===== config.mk =====
export PLATFORM = sky130hd
export DESIGN_NAME = dm_port_arbiter_flat
export DESIGN_NICKNAME = d
export VERILOG_FILES = /design/src/rtl/dm_arb_pkg.sv /design/src/rtl/dm_port_arbiter_if.sv /design/src/rtl/dm_arb_wait_cnt.sv /design/src/rtl/dm_port_arbiter.sv /design/src/flat_wrapper.sv
export SDC_FILE = /design/constraint.sdc
export NUM_CORES = 1
export LEC_CHECK = 0
export ABC_AREA = 0
export CAP_MARGIN = 20
export CORE_AREA = 4 4 85 87
export CTS_CLUSTER_SIZE = 30
export DETAILED_ROUTE_END_ITERATION = 7
export DIE_AREA = 0 0 89 91
export MAX_ROUTING_LAYER = met4
export PLACE_DENSITY_LB_ADDON = 0.3
export REMOVE_ABC_BUFFERS = 1
export SYNTH_ARGS = -nofsm -noshare
export SYNTH_HDL_FRONTEND = slang
export SYNTH_SLANG_ARGS = --single-unit

===== constraint.sdc =====
create_clock -name clk -period 4.9 [get_ports clk]
set_input_delay 0.735 -clock clk [delete_from_list [all_inputs] [get_ports clk]]
set_output_delay 0.735 -clock clk [all_outputs]
set_load 0.02 [all_outputs]

===== src/rtl/dm_arb_pkg.sv =====
// Shared definitions for the data-memory port arbiter.
// Holds the default bus widths, the owner encoding and the grant function.
// The grant function is a pure function of the request and state inputs.
package dm_arb_pkg;

  localparam int unsigned DefAw = 6;
  localparam int unsigned DefDw = 32;

  typedef enum logic {
    OWN_CPU  = 1'b0,
    OWN_HOST = 1'b1
  } owner_e;

  typedef struct packed {
    logic   gnt;
    owner_e own;
  } grant_t;

  // Priority order: starvation override, host lock continuation,
  // single requester, then round-robin against the last owner.
  function automatic grant_t arb_pick(input logic   c_req,
                                      input logic   h_req,
                                      input logic   starve,
                                      input owner_e last_own,
                                      input logic   lock);
    grant_t g;
    g.gnt = 1'b0;
    g.own = last_own;
    if (starve) begin
      g.gnt = 1'b1;
      g.own = OWN_CPU;
    end else if (last_own == OWN_HOST && lock && h_req) begin
      g.gnt = 1'b1;
      g.own = OWN_HOST;
    end else if (c_req && h_req) begin
      g.gnt = 1'b1;
      g.own = (last_own == OWN_CPU) ? OWN_HOST : OWN_CPU;
    end else if (c_req) begin
      g.gnt = 1'b1;
      g.own = OWN_CPU;
    end else if (h_req) begin
      g.gnt = 1'b1;
      g.own = OWN_HOST;
    end
    return g;
  endfunction

endpackage


===== src/rtl/dm_port_arbiter_if.sv =====
// Bundle of the CPU port, host port and RAM port of the arbiter.
// slave  : arbiter view (requests and RAM read data in, grants/RAM controls out)
// master : environment view (requesters and RAM model)
interface dm_port_arbiter_if
  import dm_arb_pkg::*;
#(
  parameter int unsigned AW = DefAw,
  parameter int unsigned DW = DefDw
);
  // CPU port
  logic          c_req;
  logic          c_we;
  logic [AW-1:0] c_addr;
  logic [DW-1:0] c_wdata;
  logic          c_gnt;
  logic          c_rvalid;
  logic [DW-1:0] c_rdata;
  // Host port
  logic          h_req;
  logic          h_we;
  logic          h_lock;
  logic [AW-1:0] h_addr;
  logic [DW-1:0] h_wdata;
  logic          h_gnt;
  logic          h_rvalid;
  logic [DW-1:0] h_rdata;
  // RAM port
  logic          m_we;
  logic [AW-1:0] m_addr;
  logic [DW-1:0] m_wdata;
  logic [DW-1:0] m_rdata;

  modport slave (
    input  c_req, c_we, c_addr, c_wdata,
    input  h_req, h_we, h_lock, h_addr, h_wdata,
    input  m_rdata,
    output c_gnt, c_rvalid, c_rdata,
    output h_gnt, h_rvalid, h_rdata,
    output m_we, m_addr, m_wdata
  );

  modport master (
    output c_req, c_we, c_addr, c_wdata,
    output h_req, h_we, h_lock, h_addr, h_wdata,
    output m_rdata,
    input  c_gnt, c_rvalid, c_rdata,
    input  h_gnt, h_rvalid, h_rdata,
    input  m_we, m_addr, m_wdata
  );

endinterface


===== src/rtl/dm_arb_wait_cnt.sv =====
// Saturating count of consecutive cycles the CPU has been refused.
// clk, rst_n : clock, async active-low reset
// clr_i      : clear (CPU granted or not requesting)
// inc_i      : increment, saturating at MaxWait
// at_max_o   : count equals MaxWait
module dm_arb_wait_cnt #(
  parameter int unsigned MaxWait = 8
) (
  input  logic clk,
  input  logic rst_n,
  input  logic clr_i,
  input  logic inc_i,
  output logic at_max_o
);

  localparam logic [7:0] MaxCnt = 8'(MaxWait);

  logic [7:0] cnt_q, cnt_d;

  always_comb begin
    cnt_d = cnt_q;
    if (clr_i) begin
      cnt_d = 8'd0;
    end else if (inc_i && cnt_q != MaxCnt) begin
      cnt_d = cnt_q + 8'd1;
    end
  end

  always_ff @(posedge clk or negedge rst_n) begin
    if (!rst_n) begin
      cnt_q <= 8'd0;
    end else begin
      cnt_q <= cnt_d;
    end
  end

  assign at_max_o = (cnt_q == MaxCnt);

endmodule


===== src/rtl/dm_port_arbiter.sv =====
// Arbitrates a single-port synchronous-read data RAM between the CPU
// load/store path and a host/debug loader. Round-robin on contention,
// host burst lock, bounded by a CPU starvation limit.
// clk, rst_n : clock, async active-low reset
// bus_io     : CPU request/grant/read-data port, host port, RAM port
module dm_port_arbiter
  import dm_arb_pkg::*;
#(
  parameter int unsigned AW       = DefAw,
  parameter int unsigned DW       = DefDw,
  parameter int unsigned MAX_WAIT = 8
) (
  input logic                clk,
  input logic                rst_n,
  dm_port_arbiter_if.slave   bus_io
);

  owner_e last_own_q, last_own_d;
  logic   h_lock_q, h_lock_d;
  logic   pend_valid_q, pend_valid_d;
  owner_e pend_own_q, pend_own_d;

  logic   starve, at_max;
  grant_t grant;
  logic   c_gnt, h_gnt, gnt_we;

  dm_arb_wait_cnt #(
    .MaxWait (MAX_WAIT)
  ) u_wait_cnt (
    .clk      (clk),
    .rst_n    (rst_n),
    .clr_i    (c_gnt || !bus_io.c_req),
    .inc_i    (bus_io.c_req && !c_gnt),
    .at_max_o (at_max)
  );

  assign starve = bus_io.c_req && at_max;
  assign grant  = arb_pick(bus_io.c_req, bus_io.h_req, starve, last_own_q, h_lock_q);
  assign c_gnt  = grant.gnt && (grant.own == OWN_CPU);
  assign h_gnt  = grant.gnt && (grant.own == OWN_HOST);

  assign bus_io.c_gnt = c_gnt;
  assign bus_io.h_gnt = h_gnt;

  // RAM port follows the granted requester; idle bus is all zero.
  always_comb begin
    bus_io.m_we    = 1'b0;
    bus_io.m_addr  = '0;
    bus_io.m_wdata = '0;
    if (c_gnt) begin
      bus_io.m_we    = bus_io.c_we;
      bus_io.m_addr  = bus_io.c_addr;
      bus_io.m_wdata = bus_io.c_wdata;
    end else if (h_gnt) begin
      bus_io.m_we    = bus_io.h_we;
      bus_io.m_addr  = bus_io.h_addr;
      bus_io.m_wdata = bus_io.h_wdata;
    end
  end

  assign gnt_we = c_gnt ? bus_io.c_we : bus_io.h_we;

  always_comb begin
    last_own_d   = last_own_q;
    h_lock_d     = h_lock_q;
    pend_valid_d = 1'b0;
    pend_own_d   = pend_own_q;
    if (grant.gnt) begin
      last_own_d   = grant.own;
      pend_valid_d = !gnt_we;
      pend_own_d   = grant.own;
    end
    // Lock only survives an uninterrupted run of host grants.
    if (h_gnt) begin
      h_lock_d = bus_io.h_lock;
    end else if (c_gnt) begin
      h_lock_d = 1'b0;
    end
  end

  always_ff @(posedge clk or negedge rst_n) begin
    if (!rst_n) begin
      last_own_q   <= OWN_HOST;
      h_lock_q     <= 1'b0;
      pend_valid_q <= 1'b0;
      pend_own_q   <= OWN_CPU;
    end else begin
      last_own_q   <= last_own_d;
      h_lock_q     <= h_lock_d;
      pend_valid_q <= pend_valid_d;
      pend_own_q   <= pend_own_d;
    end
  end

  assign bus_io.c_rvalid = pend_valid_q && (pend_own_q == OWN_CPU);
  assign bus_io.h_rvalid = pend_valid_q && (pend_own_q == OWN_HOST);
  assign bus_io.c_rdata  = bus_io.c_rvalid ? bus_io.m_rdata : '0;
  assign bus_io.h_rdata  = bus_io.h_rvalid ? bus_io.m_rdata : '0;

endmodule


===== src/flat_wrapper.sv =====
// flat-port wrapper written by rule: the top's interface ports become plain ports
module dm_port_arbiter_flat import dm_arb_pkg::*;
#(
  parameter int unsigned AW       = DefAw,
  parameter int unsigned DW       = DefDw,
  parameter int unsigned MAX_WAIT = 8
)
  (clk, rst_n, bus_io_c_req, bus_io_c_we, bus_io_c_addr, bus_io_c_wdata, bus_io_h_req, bus_io_h_we, bus_io_h_lock, bus_io_h_addr, bus_io_h_wdata, bus_io_m_rdata, bus_io_c_gnt, bus_io_c_rvalid, bus_io_c_rdata, bus_io_h_gnt, bus_io_h_rvalid, bus_io_h_rdata, bus_io_m_we, bus_io_m_addr, bus_io_m_wdata);
  dm_port_arbiter_if #(.AW(AW), .DW(DW)) bus_io_i ();
  input logic clk;
  input logic rst_n;
  input wire logic [$bits(bus_io_i.c_req)-1:0] bus_io_c_req;
  input wire logic [$bits(bus_io_i.c_we)-1:0] bus_io_c_we;
  input wire logic [$bits(bus_io_i.c_addr)-1:0] bus_io_c_addr;
  input wire logic [$bits(bus_io_i.c_wdata)-1:0] bus_io_c_wdata;
  input wire logic [$bits(bus_io_i.h_req)-1:0] bus_io_h_req;
  input wire logic [$bits(bus_io_i.h_we)-1:0] bus_io_h_we;
  input wire logic [$bits(bus_io_i.h_lock)-1:0] bus_io_h_lock;
  input wire logic [$bits(bus_io_i.h_addr)-1:0] bus_io_h_addr;
  input wire logic [$bits(bus_io_i.h_wdata)-1:0] bus_io_h_wdata;
  input wire logic [$bits(bus_io_i.m_rdata)-1:0] bus_io_m_rdata;
  output wire logic [$bits(bus_io_i.c_gnt)-1:0] bus_io_c_gnt;
  output wire logic [$bits(bus_io_i.c_rvalid)-1:0] bus_io_c_rvalid;
  output wire logic [$bits(bus_io_i.c_rdata)-1:0] bus_io_c_rdata;
  output wire logic [$bits(bus_io_i.h_gnt)-1:0] bus_io_h_gnt;
  output wire logic [$bits(bus_io_i.h_rvalid)-1:0] bus_io_h_rvalid;
  output wire logic [$bits(bus_io_i.h_rdata)-1:0] bus_io_h_rdata;
  output wire logic [$bits(bus_io_i.m_we)-1:0] bus_io_m_we;
  output wire logic [$bits(bus_io_i.m_addr)-1:0] bus_io_m_addr;
  output wire logic [$bits(bus_io_i.m_wdata)-1:0] bus_io_m_wdata;
  assign bus_io_i.c_req = bus_io_c_req;
  assign bus_io_i.c_we = bus_io_c_we;
  assign bus_io_i.c_addr = bus_io_c_addr;
  assign bus_io_i.c_wdata = bus_io_c_wdata;
  assign bus_io_i.h_req = bus_io_h_req;
  assign bus_io_i.h_we = bus_io_h_we;
  assign bus_io_i.h_lock = bus_io_h_lock;
  assign bus_io_i.h_addr = bus_io_h_addr;
  assign bus_io_i.h_wdata = bus_io_h_wdata;
  assign bus_io_i.m_rdata = bus_io_m_rdata;
  assign bus_io_c_gnt = bus_io_i.c_gnt;
  assign bus_io_c_rvalid = bus_io_i.c_rvalid;
  assign bus_io_c_rdata = bus_io_i.c_rdata;
  assign bus_io_h_gnt = bus_io_i.h_gnt;
  assign bus_io_h_rvalid = bus_io_i.h_rvalid;
  assign bus_io_h_rdata = bus_io_i.h_rdata;
  assign bus_io_m_we = bus_io_i.m_we;
  assign bus_io_m_addr = bus_io_i.m_addr;
  assign bus_io_m_wdata = bus_io_i.m_wdata;
  dm_port_arbiter #(.AW(AW), .DW(DW), .MAX_WAIT(MAX_WAIT)) u_core (.clk(clk), .rst_n(rst_n), .bus_io(bus_io_i));
endmodule

==> results.txt <==
outcome - completed
syn_area_per_cell - 8.05 um2
Clock Skew - 0.00528 ns
power share of the sequential group - 0.176
post_cts resized - 0
yosys warns - 0
final setup violation count - 0
core area - 6350 um2
first-pass iteration count of the detailed router - 4
CTS Buf Count - 3
first-pass GRT wire length - 13300 um
H-tree depth - 1
CTS tree - done
Layout area overhead - 155%
Fin. Hold Viols - 0
cells along the critical path - clkdlybuf4s50_1, and4b_1, a211oi_4, buf_4, a22o_1, clkdlybuf4s50_1
fmax - 0.257 GHz
grt ovf - 0
Die Y - 91 um
Die X - 89 um
Place WS - 1.02 ns
Max clock buf depth - 2
unrepaired setup endpoints after global routing - false
Max Slew Vio Count - 0
row count - 29
input/output buffers - 221
Yosys reg bits - 12
nets@finish - 511
maximum VDD drop - 178 uV
Clock Sinks - 12
Switch Pwr - 0.264 mW
clock power share - 0.164
cell mode on critical path - clkdlybuf4s50_1
Int Power - 0.426 mW
Initial Utilization - 0.232
vias in the first global route - 2195
synth unique cells - 33
Seq/Total Area, Yosys - 0.205
synthesized instance count - 183
Arr. time, crit path - 3.16 ns
CP Max Fanout - 41
Leakage - 1.57 nW
CP Data Required Time - 4.16 ns
cell area after placement - 3700 um2
Root Driver - clkbuf_8
Buf/Inv on CP - 3
switch share - 0.382
Worst setup SP type - primary input
Worst-Margin Slew - 0.891 ns
max cap viols - 0
setup ws final - 1.01 ns
DRC - 0
die footprint - 8100 um2
final core utilization - 0.592
relative slew slack - 0.406
wire length per cell - 20.3 um
Global Route Usage Sum - 0.221
WS Path Type - primary input to primary output
cell taking the most area after synthesis - a22o_1
Crit-path slowest cell - clkdlybuf4s50_1
post-layout minimum cycle time - 3.89 ns
RD Place Congestion - 0.909
io pins - 222
DR iter-0 viols - 139
largest net degree at the start of global routing - 43
Post-Syn Area - 1470 um2
top cell type's share of synthesized area - 0.232
Area contributors post-synth - a22o_1 (23%), dfrtp_1 (19%), and2_1 (14%), and3_1 (14%), buf_6 (3.8%)
Async SR Flop Fraction - 1.00
buffer count from post-CTS setup fixing - 0
Crit. End Element - primary output
clock-pin slew on the worst setup and hold paths - 0.05 ns
Post-synth EDFFs - 0
hold buffer count at cts - 0
worst-skew pair later-pin latency - 0.25 ns
Synth Flop Type - dfrtp_1
Final ANT Viol Nets - 0
share of cells above drive strength 1 - 0.0254
dpl hpwl - 8010 um
DR vias/cell - 4.79
Final Instance Area - 3760 um2
Worst path max stage delay - 0.63 ns
ANT cells - 0
PD cells - 184 nW/um2
fin crit share - 0.795
Vias - 2249
HP Class - register to register
Gate power share - 0.660
initial antenna violation count - 0
final setup TNS - 0 ns
Top delay family on crit path - buffers and inverters
Routed WL - 9530 um
[placed cells by master (no fill, tap or decap), types with 3 or more instances in the layout]
master           count
buf_4                3
a21oi_1              5
and2_1              33
dfrtp_1             11
inv_1                6
clkdlybuf4s50_1    221
and3_1              32
nand3_1              4
nor2_1               6
a22o_1              39
clkbuf_8             4
or3_1                3
o21ai_0              4
[per-layer routing]
metal,global-route usage,routed length (um),vias up
li1,-,-,1099
met1,0.274,3780,1020
met2,0.346,4450,117
met3,0.0805,1120,13
met4,0.0459,175,0
met5,-,0,-
[final timing paths]
path | startpoint | endpoint | slack [ns] | depth (start not counted)
worst min register to register | u_core.u_wait_cnt.cnt_q[0] | u_core.u_wait_cnt.cnt_q[0] | 0.55 | 1
worst max register to register | u_core.u_wait_cnt.cnt_q[4] | u_core.pend_valid_q | 2.97 | 4
worst max-delay path | bus_io_c_req | bus_io_m_wdata[25] | 1.01 | 6
max in group asynchronous | rst_n | u_core.u_wait_cnt.cnt_q[3] | 3.69 | 1
min in group asynchronous | rst_n | u_core.u_wait_cnt.cnt_q[4] | 0.84 | 1
worst min-delay path | u_core.u_wait_cnt.cnt_q[0] | u_core.u_wait_cnt.cnt_q[0] | 0.55 | 1
[cell usage after synthesis, types with 3 or more instances]
cell type / n
buf_2: 4
a22o_1: 39
buf_6: 5
nor2_1: 6
o21ai_0: 4
inv_1: 6
clkbuf_1: 9
or3_1: 3
nand3_1: 4
a21oi_1: 5
and2_1: 33
and3_1: 32
dfrtp_1: 11
[worst register-to-register path, stage by stage, from the launching register on]
cell,delay [ns]
dfrtp_1,0.42
nor4_1,0.57
a221o_1,0.25
buf_4,0.37
mux2i_1,0.24
[cell families after synthesis]
group,Yosys count,share of synthesized area
flops,12,0.205
xor+xnor,3,0.0178
buf+inv,24,0.0901
mux,1,0.00680
compound gates,53,0.300
simple gates,88,0.364
fa+ha+maj,2,0.0170
[sequential cells by signal (all words and copies together) (netlist names)]
signal                   count
u_core.u_wait_cnt.cnt_q      8
u_core.h_lock_q              1
u_core.last_own_q            1
u_core.pend_own_q            1
u_core.pend_valid_q          1
[area by class of cell]
type | count | area, um2
fillers | 552 | 2590
repair buffers | 224 | 2230
multi-input cells | 147 | 1050
flip-flops and latches | 12 | 302
well taps | 77 | 96.3
clock buffers | 4 | 55.1
inverters | 6 | 22.5
[power by group through the flow]
| stage | clock [mW] | combinational, mW | sequential, mW |
|---|---|---|---|
| 6_report | 0.113 | 0.455 | 0.121 |
| 5_1_grt | 0.118 | 0.478 | 0.124 |
| 4_1_cts | 0.114 | 0.456 | 0.121 |
| 3_5_place_dp | 0 | 0.453 | 0.123 |
| 3_3_place_gp | 0 | 0.452 | 0.123 |
| 2_1_floorplan | 0 | 0.186 | 0.116 |
[stage by stage]
stage               power (mW)  instances  hold slack [ns]
detailed placement       0.576        466            0.542
CTS                      0.691        470            0.550
floorplan                0.302        165            0.439
global placement         0.575        466            0.525
finish                   0.689        470            0.545
global route             0.720        470            0.579
(Power assumes the default switching activity.)
